**src/rtl/load_store_unit.sv**
```systemverilog
// load_store_unit: sequences RV32I byte/half/word loads and stores onto a
// word-addressed memory with combinational read and synchronous word write.
// Sub-word stores are done as read-modify-write because the memory has no
// byte enables. Misaligned or illegal requests complete with resp_error set
// and never touch memory.
module load_store_unit #(
  parameter int DATA_WIDTH = 32,
  parameter int ADDR_WIDTH = 10
) (
  input  logic                  clk,
  input  logic                  rst_n,
  input  logic                  req_valid,
  output logic                  req_ready,
  input  logic                  req_we,
  input  logic [2:0]            req_funct3,
  input  logic [31:0]           req_addr,
  input  logic [DATA_WIDTH-1:0] req_wdata,
  output logic                  resp_valid,
  output logic [DATA_WIDTH-1:0] resp_rdata,
  output logic                  resp_error,
  output logic [ADDR_WIDTH-1:0] mem_addr,
  output logic                  mem_write,
  output logic [DATA_WIDTH-1:0] mem_wdata,
  input  logic [DATA_WIDTH-1:0] mem_rdata
);

  typedef enum logic [2:0] {IDLE, LOAD, MERGE, WRITE, DONE} state_t;

  state_t                  state;
  logic [ADDR_WIDTH+1:0]   addr_q;
  logic [DATA_WIDTH-1:0]   wdata_q;
  logic [DATA_WIDTH-1:0]   merge_q;
  logic [2:0]              funct3_q;

  logic                    req_illegal;
  logic                    req_misaligned;
  logic [7:0]              lane_byte;
  logic [15:0]             lane_half;
  logic [DATA_WIDTH-1:0]   load_data;
  logic [DATA_WIDTH-1:0]   merge_data;

  // Address bits above the memory range are intentionally dropped (4 KB wrap).
  logic                    unused_addr_bits;
  assign unused_addr_bits = ^req_addr[31:ADDR_WIDTH+2];

  assign mem_addr  = addr_q[ADDR_WIDTH+1:2];
  assign mem_write = (state == WRITE);
  assign mem_wdata = (funct3_q[1:0] == 2'b10) ? wdata_q : merge_q;

  // Classify an incoming request as illegal funct3 or misaligned.
  always_comb begin
    if (req_we)
      req_illegal = req_funct3[2] || (req_funct3[1:0] == 2'b11);
    else
      req_illegal = (req_funct3 == 3'b011) || (req_funct3[2:1] == 2'b11);
    req_misaligned = (((req_funct3 == 3'b001) || (req_funct3 == 3'b101)) && req_addr[0]) ||
                     ((req_funct3 == 3'b010) && (req_addr[1:0] != 2'b00));
  end

  // Select the byte and halfword lanes addressed by the latched request.
  always_comb begin
    lane_byte = mem_rdata[7:0];
    case (addr_q[1:0])
      2'd1:    lane_byte = mem_rdata[15:8];
      2'd2:    lane_byte = mem_rdata[23:16];
      2'd3:    lane_byte = mem_rdata[31:24];
      default: lane_byte = mem_rdata[7:0];
    endcase
    lane_half = addr_q[1] ? mem_rdata[31:16] : mem_rdata[15:0];
  end

  // Sign- or zero-extend the selected lane according to the load type.
  always_comb begin
    load_data = mem_rdata;
    case (funct3_q)
      3'b000:  load_data = {{24{lane_byte[7]}}, lane_byte};
      3'b001:  load_data = {{16{lane_half[15]}}, lane_half};
      3'b100:  load_data = {24'h000000, lane_byte};
      3'b101:  load_data = {16'h0000, lane_half};
      default: load_data = mem_rdata;
    endcase
  end

  // Splice the store data into the current memory word for SB/SH.
  always_comb begin
    merge_data = mem_rdata;
    if (funct3_q[1:0] == 2'b00) begin
      case (addr_q[1:0])
        2'd0:    merge_data[7:0]   = wdata_q[7:0];
        2'd1:    merge_data[15:8]  = wdata_q[7:0];
        2'd2:    merge_data[23:16] = wdata_q[7:0];
        default: merge_data[31:24] = wdata_q[7:0];
      endcase
    end else if (addr_q[1]) begin
      merge_data[31:16] = wdata_q[15:0];
    end else begin
      merge_data[15:0] = wdata_q[15:0];
    end
  end

  // Request sequencer with registered handshake and response outputs.
  always_ff @(posedge clk or negedge rst_n) begin
    if (!rst_n) begin
      state      <= IDLE;
      req_ready  <= 1'b1;
      resp_valid <= 1'b0;
      resp_error <= 1'b0;
      resp_rdata <= '0;
      addr_q     <= '0;
      wdata_q    <= '0;
      merge_q    <= '0;
      funct3_q   <= '0;
    end else begin
      case (state)
        IDLE: begin
          if (req_valid) begin
            addr_q     <= req_addr[ADDR_WIDTH+1:0];
            wdata_q    <= req_wdata;
            funct3_q   <= req_funct3;
            req_ready  <= 1'b0;
            resp_rdata <= '0;
            if (req_illegal || req_misaligned) begin
              state      <= DONE;
              resp_valid <= 1'b1;
              resp_error <= 1'b1;
            end else if (!req_we) begin
              state <= LOAD;
            end else if (req_funct3[1:0] == 2'b10) begin
              state <= WRITE;
            end else begin
              state <= MERGE;
            end
          end
        end
        LOAD: begin
          resp_rdata <= load_data;
          resp_valid <= 1'b1;
          resp_error <= 1'b0;
          state      <= DONE;
        end
        MERGE: begin
          merge_q <= merge_data;
          state   <= WRITE;
        end
        WRITE: begin
          resp_valid <= 1'b1;
          resp_error <= 1'b0;
          state      <= DONE;
        end
        DONE: begin
          resp_valid <= 1'b0;
          resp_error <= 1'b0;
          req_ready  <= 1'b1;
          state      <= IDLE;
        end
        default: begin
          resp_valid <= 1'b0;
          resp_error <= 1'b0;
          req_ready  <= 1'b1;
          state      <= IDLE;
        end
      endcase
    end
  end

endmodule

```
**config.mk**
```make
export PLATFORM = sky130hd
export DESIGN_NAME = load_store_unit
export DESIGN_NICKNAME = d
export VERILOG_FILES = /design/src/rtl/load_store_unit.sv
export SDC_FILE = /design/constraint.sdc
export NUM_CORES = 1
export LEC_CHECK = 0
export CORE_MARGIN = 2
export CORE_UTILIZATION = 30
export CTS_CLUSTER_DIAMETER = 100
export DETAILED_ROUTE_END_ITERATION = 10
export PLACE_DENSITY = 0.61
export REMOVE_ABC_BUFFERS = 1
export SETUP_SLACK_MARGIN = 0.3
export SYNTH_ARGS = -nofsm -noshare
export SYNTH_HDL_FRONTEND = slang
export SYNTH_SLANG_ARGS = --single-unit
```
**constraint.sdc**
```tcl
create_clock -name clk -period 2.15 [get_ports clk]
set_clock_uncertainty 0.15 [all_clocks]
set_input_delay 0.3225 -clock clk [delete_from_list [all_inputs] [get_ports clk]]
set_output_delay 0.3225 -clock clk [all_outputs]
set_load 0.02 [all_outputs]
```
# Word-level counts from Yosys, hierarchy flattened
# Index checks and enable logic that the tools add are counted.
[word_totals]
out_inout_bits = 78
ff_bits = 117
input_bits = 103
word_cells = 75
[classes]
n_bitwise = 2
n_reduce_logical = 20
eq_ne = 19
muxes = 25
[ops]
columns = ["cell", "count"]
rows = [
  ["$pmux 32 s4", 1],
  ["$mux 32", 3],
  ["$pmux 32 s2", 1],
  ["$mux 16", 3],
  ["$mux 8", 4],
  ["$pmux 8 s3", 1],
  ["$eq 2x2->1 const B", 6],
  ["$eq 3x2->1 const B", 4],
  ["$eq 3x1->1 const B", 3],
  ["$eq 3x3->1 const B", 3],
  ["$pmux 3 s3", 1],
  ["$logic_not 3->1", 2],
  ["$mux 3", 2],
  ["$reduce_and 2->1", 3],
  ["$reduce_or 3->1", 2],
  ["$logic_or 1x1->1", 5],
  ["$mux 1", 5],
  ["$logic_not 2->1", 2],
  ["$ne 2x2->1 const B", 2],
  ["$pmux 1 s2", 2],
  ["$reduce_bool 2->1", 2],
  ["$pmux 1 s3", 1],
  ["$reduce_and 3->1", 1],
  ["$eq 2x1->1 const B", 1],
  ["other kinds (4)", 6],
]

# Logic depth before layout (Yosys ltp)
# Gate-level depths: netlist of the first run.
[depth]
ltp_word = 8
depth_mapped = 8

# Worst setup path after synthesis of the first run
# Ideal clock, no wire load.
[synth_path]
path_type = "flip-flop to output port"
from = "register funct3_q[0]"
to = "output port mem_wdata[0]"
setup_slack_ns = 0.101
t_required_ns = 1.678
t_arrival_ns = 1.577
stages_incl_launch_ff = 6
cell_sequence = "dfrtp_1 clkbuf_1 clkbuf_1 nand2b_1 clkbuf_1 o21ai_0"
[synth_between]
elab_chain_len = 2
[synth_rtl]
columns = ["element", "line_no", "rtl"]
rows = [
  ["start, declared", "33", "logic [2:0] funct3_q;"],
  ["start signal, assigned", "119", "funct3_q <= req_funct3;"],
  ["$eq 2x2->1", "48", "assign mem_wdata = (funct3_q[1:0] == 2'b10) ? wdata_q : merge_q;"],
  ["$mux 32", "48", ""],
  ["end, declared", "23", "output logic [DATA_WIDTH-1:0] mem_wdata,"],
]
# Every way passes these cells.

# Worst setup path in the final report of the first run
[layout_path]
from = "register funct3_q[0]"
to = "output port mem_wdata[22]"
# Same word-level chain as after synthesis.

==> flow_metrics.tcl, run 1 <==
set metrics [dict create \
    crit_buf_inv 4 \
    synth_edf_count 0 \
    crit_chain "buf_6, nor2_4, buf_6, buf_16, nand2_2, nand2_2, buf_6" \
    cp_max_fo 6 \
    cp.required_ns 1.68 \
    tritoncts "built" \
    fmax_mhz 465.9 \
    diodes 0 \
    htree_levels 4 \
    gp_congestion 0.8824 \
    io_buffers 160 \
    grt_pass1_vias 5523 \
    syn_area_mm2 0.005807 \
    io_pins 181 \
    rows 50 \
    synthSimpleGateAreaFrac_pct 22.19 \
    relSlewSlack_pct 70.40 \
    initialDrtViolationCount 486 \
    yosys.area_share.adder_pct 0 \
    synth_cell_types 40 \
    synth_compound_area_share_pct 17.24 \
    core_region_area_mm2 0.01883 \
    switchingPower_mw 7.133 \
    dieHeight_um 143.1 \
    drive_above_1_share_pct 31.84 \
    slew_viol_final 0 \
    drc_errors 0 \
    final_nets 960 \
    irDropWorstVdd_v 0.0007111 \
    ys_seq_area_share_pct 50.44 \
    syn_area_per_cell_um2 8.893 \
    finalSetupViolations 0 \
    grt_max_degree 49 \
    yosys_warnings 0 \
    synth_cells 653 \
    start_util_pct 30.84 \
    synth_xor_area_share_pct 0 \
    fin_area_mm2 0.009791 \
    cp-end-kind "output pin" \
    pwr-share-seq_pct 23.0 \
    clk_pin_slew_ns 0.06 \
    track_usage_pct 20.63 \
    crit_path_top_delay_cell "dfrtp_1" \
    dr.pass1.iters 5 \
    leakage_nw 4.736 \
    numCtsBuffers 17 \
    dpl.hpwl_um 13500 \
    powerDensity_mw_per_mm2 1751 \
    clock_latency_ns 0.42 \
    ys_seq_elements 117 \
    cts.sinks 117 \
    rsz0062_at_grt "yes" \
    grt_pass1_wl_um 31840 \
    internal-power_mw 10.01 \
    status "completed" \
    placedCellCount 1062 \
    multiInputGateArea_mm2 0.003203 \
    fillCellCount 1703 \
    final_hold_viol_count 0 \
    critical_path.max_stage_delay_ns 0.40 \
    die_area_mm2 0.02048 \
    min_path_type "in -> async" \
    syn_to_final_growth_pct 68.61 \
    synth_flop_cell "dfrtp_1" \
    antenna_found_initial 0 \
    clockPowerShare_pct 18.6 \
    arrival_ns 1.67 \
    synth_top_family_by_area "simple AND/OR/NAND/NOR gates" \
    drt-total-wl_um 21250 \
    switching_share_pct 41.61 \
    regArea_mm2 0.002930 \
    path_class "reg -> out" \
    drt-wirelength-per-cell_um 18.80 \
    vias 5669 \
    ant_nets 0 \
    cp-start-kind "flip-flop" \
    via_per_inst 5.017 \
    cp_common_cell "buf_6" \
    period_share_pct 99.83 \
    final_cells 1130 \
    overflow 0 \
    async_reset_ff_share_pct 100.0 \
    comb_power_share_pct 58.4 \
    worst_slew_pin_slew_ns 0.4440 \
    clockBufferDepth 2 \
    place_area_mm2 0.007905 \
    synth_mux_area_share_pct 4.568 \
    min_period_ns 2.146 \
    maxCapViolations 0 \
    crit_family "buffers and inverters" \
    cts_root_buf "clkbuf_16" \
    die-width_um 143.1 \
]
## timing repair
item,in CTS,in global routing
gates resized for setup,352,124
pin swaps,24,58
cloned,7,2
endpoints found under the setup margin,123,95
setup buffers,9,17
hold buffers,1,0
hold endpoints to repair,28,0
## metal layers
metal | up-vias | wire length, µm | global-route usage, %
met5 | - | 0 | 0
met4 | 0 | 418 | 6.618
met3 | 31 | 1317 | 6.204
met2 | 195 | 9861 | 30.62
met1 | 2785 | 9649 | 28.75
li1 | 2658 | - | -
## cell type report
class	count	share of cell area, %
inverter	18	0.6901
multi-input combinational	465	32.72
clock buffer	20	4.665
tap	260	3.323
timing repair buffer	238	26.62
clock inverter	12	2.058
sequential	117	29.93
## per-stage QoR
step / hold slack, ns / worst slack, ns / setup TNS, ns / util [%] / power (mW)
6_report: 0.2390 / 0.003677 / 0 / 51.99 / 17.14
5_1_grt: 0.2725 / -0.05227 / -0.5394 / 51.99 / 18.10
4_1_cts: 0.2356 / -0.003665 / -0.01170 / 48.82 / 15.89
3_5_place_dp: 0.1477 / -0.3511 / -5.397 / 41.98 / 11.33
3_3_place_gp: 0.1517 / -0.3263 / -5.181 / 41.98 / 11.25
2_1_floorplan: -0.1231 / -0.4676 / -35.25 / - / 7.728
## final timing paths
| kind | from | to | slack [ns] | cells after the start |
|---|---|---|---|---|
| worst max register to register | addr_q[0] | resp_rdata[20] | 0.06 | 5 |
| min in group clk | req_wdata[20] | wdata_q[20] | 0.28 | 3 |
| worst min register to register | addr_q[11] | addr_q[11] | 0.32 | 2 |
| max in group asynchronous | rst_n | req_ready | 0.96 | 3 |
| worst min-delay path | rst_n | resp_rdata[6] | 0.24 | 2 |
| worst max-delay path | funct3_q[0] | mem_wdata[22] | 0.004 | 7 |
## synthesized netlist by cell type (all sizes together), types with 2 or more instances
| library cell | n | area [µm²] |
|---|---|---|
| a211o | 7 | 61.31 |
| a21oi | 12 | 71.32 |
| a221o | 17 | 170.2 |
| a221oi | 5 | 43.79 |
| a22o | 6 | 52.55 |
| a31oi | 10 | 62.56 |
| a32o | 2 | 20.02 |
| a41o | 2 | 20.02 |
| and2 | 2 | 12.52 |
| and3b | 8 | 70.07 |
| buf | 17 | 116.4 |
| clkbuf | 37 | 138.9 |
| dfrtp | 116 | 2903 |
| inv | 18 | 67.56 |
| mux2 | 2 | 22.52 |
| mux2i | 22 | 220.2 |
| nand2 | 229 | 859.6 |
| nand2b | 2 | 12.51 |
| nand3 | 11 | 55.05 |
| nor2 | 22 | 82.58 |
| nor2b | 3 | 18.77 |
| nor3 | 3 | 15.01 |
| nor4b | 2 | 38.78 |
| o21a | 3 | 22.52 |
| o21ai | 57 | 289.0 |
| o221a | 16 | 180.2 |
| or3 | 16 | 100.1 |
## state kept, by name, summed over array words and instances, names as in the netlist
name	count
merge_q	32
state	3
resp_valid	1
resp_error	1
resp_rdata	32
req_ready	1
addr_q	12
wdata_q	32
funct3_q	3
## cells by family after synthesis
kind of cell           after synthesis
AO/OA/AOI/OAI                      138
buffers and inverters               72
flip-flops                         117
multiplexers                        25
AND/OR/NAND/NOR                    301
## power groups by stage
stage / combinational (mW) / clock [mW] / sequential (mW)
5_1_grt: 10.7 / 3.34 / 4.06
3_3_place_gp: 7.45 / 0 / 3.80
4_1_cts: 8.77 / 3.23 / 3.88
6_report: 10.0 / 3.19 / 3.94
2_1_floorplan: 3.54 / 0 / 4.19
3_5_place_dp: 7.52 / 0 / 3.81
## worst register-to-register path, stage by stage (launching register included)
cell     delay (ns)
dfrtp_2        0.44
mux2_4         0.33
mux4_2         0.46
nor4b_4        0.15
buf_12         0.16
a221o_1        0.27
## layout by cell type, fill, tap and decap left out, drive strengths merged, types with 12 or more instances in the layout
cell	synthesis	routed
o21ai	57	57
mux2i	22	22
nor2	22	22
buf	17	110
or3	16	16
dfrtp	116	116
clkbuf	37	21
o221a	16	16
a21oi	12	12
a221o	17	17
nand2	229	229
clkdlybuf4s50	0	81
inv	18	18
dlygate4sd2	0	43
Power figures use the tool's default switching activity.
==> run 2: changes to the inputs <==
--- a/config.mk
+++ b/config.mk
@@ -5,6 +5,7 @@
 export SDC_FILE = /design/constraint.sdc
 export NUM_CORES = 1
 export LEC_CHECK = 0
+export CORE_ASPECT_RATIO = 2
 export CORE_MARGIN = 2
 export CORE_UTILIZATION = 30
 export CTS_CLUSTER_DIAMETER = 100
@@ -15,3 +16,4 @@
 export SYNTH_ARGS = -nofsm -noshare
 export SYNTH_HDL_FRONTEND = slang
 export SYNTH_SLANG_ARGS = --single-unit
+export TNS_END_PERCENT = 100
==> constraint.sdc (replaced) <==
create_clock -name clk -period 2.15 [get_ports clk]
set_clock_uncertainty 0.15 [all_clocks]
set_input_delay 0.3225 -clock clk [delete_from_list [all_inputs] [get_ports clk]]
set_output_delay 0.3225 -clock clk [all_outputs]
set_load 0.05 [all_outputs]
==> run 2 against run 1 <==
Net effect:
- sequential share of layout area is essentially flat
- sequential cell count stayed put
- sequential power about the same
- critical endpoint is now mem_wdata[9]
- worst hold slack got worse by 0.091 ns
- combinational power grew 25%
- design area barely moved
- critical path type unchanged
==> flow_metrics.tcl, run 2 (same netlist as run 1, synthesis figures left out) <==
set metrics [dict create \
    switchingPower_mw 8.994 \
    pwr-share-seq_pct 20.5 \
    regArea_mm2 0.002930 \
    clock_latency_ns 0.42 \
    io_pins 181 \
    maxCapViolations 0 \
    initialDrtViolationCount 404 \
    drt-wirelength-per-cell_um 20.56 \
    dpl.hpwl_um 15390 \
    final_cell_mix "nand2_1, dfrtp_1, clkdlybuf4s50_1" \
    cts_root_buf "clkbuf_16" \
    r2r_start "addr_q[0]" \
    drive_above_1_share_pct 31.80 \
    htree_levels 4 \
    drt-total-wl_um 23190 \
    clockPowerShare_pct 14.4 \
    r2r_setup_slack_ns 0.11 \
    mostFrequentLayoutCell "nand2_1" \
    dieHeight_um 200.8 \
    fmax_mhz 467.9 \
    cts.sinks 117 \
    relSlewSlack_pct 65.84 \
    worst-r2r-cell-count 5 \
    min_path_type "in -> async" \
    path_class "reg -> out" \
    numCtsBuffers 17 \
    crit_path_start "funct3_q[0]" \
    track_usage_pct 22.30 \
    via_per_inst 5.113 \
    cp_max_fo 5 \
    start_util_pct 30.26 \
    die-width_um 102.4 \
    crit_end "mem_wdata[9]" \
    worst_slew_pin_slew_ns 0.5144 \
    irDropWorstVdd_v 0.0007977 \
    final_nets 958 \
    antenna_found_initial 1 \
    final_hold_viol_count 0 \
    gp_congestion 0.8850 \
    clk_pin_slew_ns 0.06 \
    status "completed" \
    grt_max_degree 55 \
    r2r_end "resp_rdata[29]" \
    rows 72 \
    comb_power_share_pct 65.1 \
    overflow 0 \
    dr.pass1.iters 5 \
    placedCellCount 1064 \
    multiInputGateArea_mm2 0.003126 \
    fillCellCount 1720 \
    min_period_ns 2.137 \
    top_regs "merge_q: 32 flops, resp_rdata: 32 flops, wdata_q: 32 flops" \
    grt_pass1_vias 5767 \
    rsz0062_at_grt "yes" \
    drc_errors 0 \
    switching_share_pct 46.68 \
    final_cells 1128 \
    core_region_area_mm2 0.01919 \
    cp-end-kind "output pin" \
    io_buffers 160 \
    cp.required_ns 1.68 \
    grt_pass1_wl_um 33640 \
    cp-start-kind "flip-flop" \
    clockBufferDepth 2 \
    finalSetupViolations 0 \
    leakage_nw 4.686 \
    ant_nets 0 \
    syn_to_final_growth_pct 68.56 \
    hold_ws_ns 0.1481 \
    powerDensity_mw_per_mm2 1968 \
    arrival_ns 1.66 \
    vias 5768 \
    tritoncts "built" \
    period_share_pct 99.41 \
    fin_setup_tns_ns 0 \
    internal-power_mw 10.27 \
    die_area_mm2 0.02055 \
    slew_viol_final 0 \
]
[run 2: changes by cell type in the layout (fill, tap and decap cells not counted), moves of 5 or more]
cell / delta
a31oi_4: -6
a31oi_1: +5
buf_4: +26
nand2_2: -14
or3_4: -5
nand2_4: +8
dlygate4sd2_1: -19
buf_6: -37
clkinv_2: +5
nand2_1: +6
or3_1: +5
buf_12: +30
[run 2: how the worst min path moves through the flow]
stage | from | to
floorplan | rst_n | addr_q[0]
global placement | rst_n | addr_q[8]
detailed placement | rst_n | addr_q[8]
CTS | rst_n | wdata_q[20]
global route | rst_n | addr_q[8]
finish | rst_n | addr_q[8]
[run 2: metal layers]
metal / vias to the layer above / wire length (µm) / GRT usage [%]
met2: 194 / 12820 / 39.26
met1: 2857 / 8282 / 24.39
li1: 2656 / - / -
met4: 0 / 1334 / 13.14
met3: 61 / 757 / 3.656
met5: - / 0 / 0
[run 2: power groups by stage]
| stage | clock, mW | combinational (mW) | sequential, mW |
|---|---|---|---|
| 2_1_floorplan | 0 | 4.57 | 4.87 |
| 3_3_place_gp | 0 | 10.4 | 3.83 |
| 3_5_place_dp | 0 | 10.5 | 3.84 |
| 4_1_cts | 2.82 | 11.3 | 3.85 |
| 5_1_grt | 2.92 | 13.2 | 4.07 |
| 6_report | 2.78 | 12.5 | 3.95 |
[run 2: stage by stage]
stage / utilization [%] / instance area, µm² / worst slack (ns) / power, mW
finish: 51.01 / 9788 / 0.01263 / 19.27
global route: 51.01 / 9788 / -0.06079 / 20.15
CTS: 47.78 / 9168 / -0.01854 / 18.01
detailed placement: 42.62 / 8178 / -0.2970 / 14.31
global placement: 42.62 / 8178 / -0.2434 / 14.22
floorplan: - / 5552 / -0.9670 / 9.441
[run 2: final cells by class]
cell class | count | area share [%]
antenna | 1 | 0.02557
clock buffer | 22 | 4.742
clock inverter | 10 | 1.074
inverter | 18 | 0.6903
multi-input combinational | 465 | 31.93
sequential | 117 | 29.94
tap | 259 | 3.311
timing repair buffer | 236 | 28.29
[run 2: critical path, cell delays in order, from the launching register on]
cell	delay (ns)
dfrtp_1	0.40
buf_6	0.13
nor2_4	0.14
buf_12	0.15
clkbuf_16	0.17
nand2_4	0.05
nand2_4	0.07
buf_12	0.13
[run 2: what timing repair did]
item / in CTS / in global routing
endpoints found under the hold margin: 116 / 0
buffers inserted: 8 / 12
hold buffers: 1 / 0
gates resized for setup: 98 / 135
cloned: 6 / 4
endpoints found under the setup margin: 100 / 93
pin swaps: 6 / 56
